==> src/rtl/clz_share_arbiter.sv <==
// -----------------------------------------------------------------------------
// clz_share_arbiter
//
// Shares one external leading-zero counter between two requesters. An operand
// accepted from a requester is driven to the counter for one cycle, the
// (saturated) count is captured, and the result is returned to the owning
// requester with a valid/ready handshake. Only one operation is in flight.
//
// Parameters
//   RR_EN        1: round-robin between the requesters on a tie
//                0: fixed priority, requester 0 wins every tie
//
// Ports
//   clk          clock, all state updates on the rising edge
//   rst_n        asynchronous active-low reset
//   reqN_valid   requester N presents an operand
//   reqN_data    operand whose leading zeros are counted
//   reqN_ready   operand from requester N is accepted this cycle
//   rspN_valid   result for requester N is valid
//   rspN_count   leading-zero count 0..32 (0 when not valid)
//   rspN_ready   requester N consumes the result
//   clz_data     operand driven to the shared counter (0 when not enabled)
//   clz_enable   shared counter enable, high for the single issue cycle
//   clz_count    combinational count returned by the shared counter
//   busy         an operation is in flight
//   err          sticky: the counter returned a value above 32
// -----------------------------------------------------------------------------
module clz_share_arbiter #(
    parameter bit RR_EN = 1'b1
) (
    input  logic        clk,
    input  logic        rst_n,
    input  logic        req0_valid,
    input  logic [31:0] req0_data,
    output logic        req0_ready,
    input  logic        req1_valid,
    input  logic [31:0] req1_data,
    output logic        req1_ready,
    output logic        rsp0_valid,
    output logic [5:0]  rsp0_count,
    input  logic        rsp0_ready,
    output logic        rsp1_valid,
    output logic [5:0]  rsp1_count,
    input  logic        rsp1_ready,
    output logic [31:0] clz_data,
    output logic        clz_enable,
    input  logic [31:0] clz_count,
    output logic        busy,
    output logic        err
);

    typedef enum logic [1:0] {
        IDLE,
        ISSUE,
        RESP
    } state_e;

    state_e      state_q, state_d;
    logic        last_q, last_d;       // requester served most recently
    logic [31:0] operand_q, operand_d;
    logic        owner_q, owner_d;
    logic [5:0]  result_q, result_d;
    logic        err_q, err_d;

    logic        grant0;
    logic        grant1;

    // Requester 0 wins unless requester 1 is also valid and round-robin says
    // it is requester 1's turn (requester 0 was served last).
    always_comb begin
        grant0 = req0_valid & (~req1_valid | ~RR_EN | last_q);
        grant1 = req1_valid & ~grant0;
    end

    always_comb begin
        state_d    = state_q;
        last_d     = last_q;
        operand_d  = operand_q;
        owner_d    = owner_q;
        result_d   = result_q;
        err_d      = err_q;

        req0_ready = 1'b0;
        req1_ready = 1'b0;
        rsp0_valid = 1'b0;
        rsp1_valid = 1'b0;
        rsp0_count = '0;
        rsp1_count = '0;
        clz_enable = 1'b0;
        clz_data   = '0;

        case (state_q)
            IDLE: begin
                // Readys are gated by rst_n so they drop the instant reset
                // asserts, even while a requester is still valid.
                req0_ready = grant0 & rst_n;
                req1_ready = grant1 & rst_n;
                if (req0_ready) begin
                    operand_d = req0_data;
                    owner_d   = 1'b0;
                    state_d   = ISSUE;
                end else if (req1_ready) begin
                    operand_d = req1_data;
                    owner_d   = 1'b1;
                    state_d   = ISSUE;
                end
            end
            ISSUE: begin
                clz_enable = 1'b1;
                clz_data   = operand_q;
                if (clz_count > 32'd32) begin
                    result_d = 6'd32;
                    err_d    = 1'b1;
                end else begin
                    result_d = clz_count[5:0];
                end
                state_d = RESP;
            end
            RESP: begin
                if (owner_q == 1'b0) begin
                    rsp0_valid = 1'b1;
                    rsp0_count = result_q;
                    if (rsp0_ready) begin
                        last_d  = 1'b0;
                        state_d = IDLE;
                    end
                end else begin
                    rsp1_valid = 1'b1;
                    rsp1_count = result_q;
                    if (rsp1_ready) begin
                        last_d  = 1'b1;
                        state_d = IDLE;
                    end
                end
            end
            default: begin
                state_d = IDLE;
            end
        endcase
    end

    always_ff @(posedge clk or negedge rst_n) begin
        if (!rst_n) begin
            state_q   <= IDLE;
            last_q    <= 1'b1;
            operand_q <= '0;
            owner_q   <= 1'b0;
            result_q  <= '0;
            err_q     <= 1'b0;
        end else begin
            state_q   <= state_d;
            last_q    <= last_d;
            operand_q <= operand_d;
            owner_q   <= owner_d;
            result_q  <= result_d;
            err_q     <= err_d;
        end
    end

    assign busy = (state_q != IDLE);
    assign err  = err_q;

endmodule

==> config.mk <==
export PLATFORM = sky130hd
export DESIGN_NAME = clz_share_arbiter
export DESIGN_NICKNAME = d
export VERILOG_FILES = /design/src/rtl/clz_share_arbiter.sv
export SDC_FILE = /design/constraint.sdc
export NUM_CORES = 1
export LEC_CHECK = 0
export CORE_MARGIN = 1
export CORE_UTILIZATION = 39
export DETAILED_ROUTE_END_ITERATION = 10
export PLACE_DENSITY = 0.86
export SLEW_MARGIN = 15
export SYNTH_ARGS = -nofsm -noshare
export SYNTH_HDL_FRONTEND = slang
export SYNTH_SLANG_ARGS = --single-unit
==> constraint.sdc <==
create_clock -name clk -period 3.77 [get_ports clk]
set_input_delay 0.377 -clock clk [delete_from_list [all_inputs] [get_ports clk]]
set_output_delay 0.377 -clock clk [all_outputs]
set_load 0.05 [all_outputs]
==> metrics.md <==
| Metric | Value |
|---|---|
| Max clock buf depth | 2 |
| Drt wl/cell | 13.9 um |
| Antenna Violating Nets Remaining | 0 |
| Slowest CP cell | clkdlybuf4s50_1 |
| RSZ-0062 raised after global routing | no |
| Synth cell types | 28 |
| Area grow syn2layout | 71.7% |
| Hpwl dp | 5.02 mm |
| Max Transition Viols Final | 0 |
| PwrDens | 534 mW/mm2 |
| Core area | 0.00564 mm2 |
| Placer congestion estimate | 0.826 |
| Max incr delay on CP | 0.80 ns |
| Largest net degree at the start of global routing | 66 |
| Die height | 79.6 um |
| Syn avg cell area | 9.54 um2 |
| Worst R2R Path Depth | 4 |
| # IOs | 153 |
| First-pass GRT wire length | 10.3 mm |
| Net Count, Synth | 348 |
| Status | finished, final reports clean |
| Row count | 27 |
| Tmin final | 2.97 ns |
| Synthesized cell area | 0.00235 mm2 |
| Clk_lat worst skew | 0.29 ns |
| Endpoints failing setup | 0 |
| Drt pass-1 iters | 4 |
| Util after Layout | 71.4% |
| Highest Clock Rate | 337 MHz |
| Worst path depth | 4 |
| Critical path class | register to output port |
| Post-Route WL | 6.47 mm |
| Initial core utilization | 41.6% |
| Most common cell after layout, fill and taps aside | clkdlybuf4s50_1 |
| Slew margin rel. | 60.1% |
| CP top delay family | buffers and inverters |
| Worst Setup SP | state_q[1] |
| Crit path cell chain | nor2b_2 > buf_4 > and2_1 > clkdlybuf4s50_1 |
| Number of synthesized register bits | 43 |
| Final period utilization | 78.7% |
| Worst R2R Start | state_q[1] |
| Initial drt markers | 48 |
| Postcts setup bufs | 0 |
| Most frequent cells in the layout | 151 x clkdlybuf4s50_1, 44 x and2_1, 42 x dfrtp_1 |
| Clock sink total | 43 |
| Die footprint | 0.00633 mm2 |
| Cell count after synthesis | 246 |
| Ant diodes | 0 |
| Lkg Pwr | 1.83 nW |
| Final hold slack | 0.0237 ns |
| Post-CTS sizing | 0 |
| Clock Tree Root | clkbuf_8 |
| Max-cap violations | 0 |
| Setup TNS | 0 ns |
| Vias in the first global route | 2164 |
| Nets | 496 |
| Actual slew at the worst max-slew pin | 0.598 ns |
| Yosys warns | 0 |
| Worst Path Arrival | 2.59 ns |
| Worst hold path type | input port to async pin |
| Vias per cell | 4.79 |
| Sequential area share after synthesis | 45.9% |
| Htree depth | 2 |
| Via count | 2235 |
| Buffers added on ports | 152 |
| Gr usage total | 21.1% |
| Grt ovf | 0 |
| Buf/Inv on CP | 2 |
| Worst vdd ir | 0.000357 V |
| Final hold viol count | 0 |
| Cts bufs inserted | 5 |
| Number of remaining DRC errors | 0 |
| Hold buffers post-CTS | 0 |
| CTS tree | yes |
| CTS clk-pin slew, worst paths | 0.08 ns |
| Chip width | 79.6 um |
| Startpoint Class | register |
| Critical path required time | 3.39 ns |
| Antenna violations before repair | 0 |
| Clock skew | 0.00226 ns |
| Crit-path max FO | 32 |
| CP endpoint kind | output port |
| Layout cells sized above 1 | 4.56% |
==> cells in the mapped netlist (all sizes together) <==
| library cell | instances | area share (%) |
|---|---|---|
| clkbuf | 4 | 0.64 |
| nand2b | 1 | 0.27 |
| nor2 | 11 | 1.8 |
| nand2 | 35 | 5.6 |
| o21bai | 1 | 0.32 |
| dfstp | 1 | 1.1 |
| mux2 | 1 | 0.48 |
| dfrtp | 42 | 45 |
| nor2b | 6 | 1.6 |
| a21oi | 1 | 0.21 |
| o21ai | 32 | 6.8 |
| a31o | 5 | 1.9 |
| a22o | 1 | 0.37 |
| nor3 | 2 | 0.91 |
| mux2i | 32 | 14 |
| nand3 | 1 | 0.21 |
| and4 | 1 | 0.37 |
| and2 | 44 | 12 |
| a2111oi | 1 | 0.43 |
| inv | 4 | 0.64 |
| buf | 11 | 3.1 |
| nor4 | 6 | 1.6 |
| o211ai | 2 | 1.2 |
| nand4 | 1 | 0.27 |
==> power by group <==
| part | internal (mW) | switching (mW) | total [mW] |
|---|---|---|---|
| Combinational | 0.394 | 0.596 | 0.990 |
| Sequential | 0.645 | 0.102 | 0.747 |
| Clock | 0.265 | 0.151 | 0.416 |
| Total | 1.30 | 0.849 | 2.15 |
==> path summary, 6_finish.rpt <==
path                                       to  slack [ns]
worst max-delay path              clz_data[2]        0.80
worst min-delay path            operand_q[26]        0.02
worst max register to register    result_q[3]        2.09
worst min register to register  operand_q[19]        0.48
max in group asynchronous              last_q        2.98
min in group clk                operand_q[19]        0.48
==> logic make-up after synthesis <==
logic type	share of synthesized area (%)
mux	14.1
buf+inv	4.42
compound gates	11.2
simple gates	24.3
flops	45.9
==> through the flow <==
step                cells  power (mW)  setup WS, ns  area, um2
finish                467        2.15         0.803       4030
detailed placement    459        1.75          1.15       3900
global route          467        2.28         0.688       4030
CTS                   467        2.17         0.819       4030
floorplan             246        1.38          1.52       2350
global placement      459        1.72          1.24       3900
==> cell type report <==
class	count	area (um2)
fillers	444	1610
multi-input cells	184	1170
well taps	72	90.1
repair buffers	156	1550
clock inverters	2	60.1
inverters	4	15.0
clock buffers	6	72.6
flip-flops and latches	43	1080
==> layer usage <==
metal / track usage, % / part of all wire [%] / vias to the layer above
met5: 0 / 0 / -
met4: 5.27 / 0.88 / 0
met3: 5.49 / 5.8 / 8
met2: 36.6 / 51 / 84
met1: 25.9 / 42 / 1020
li1: - / - / 1123
==> sequential cells by signal, indices dropped and copies added (netlist names) <==
register	flops
owner_q	1
err	1
result_q	6
operand_q	32
last_q	1
state_q	2
Note: power is estimated with default switching activity, not from simulation.
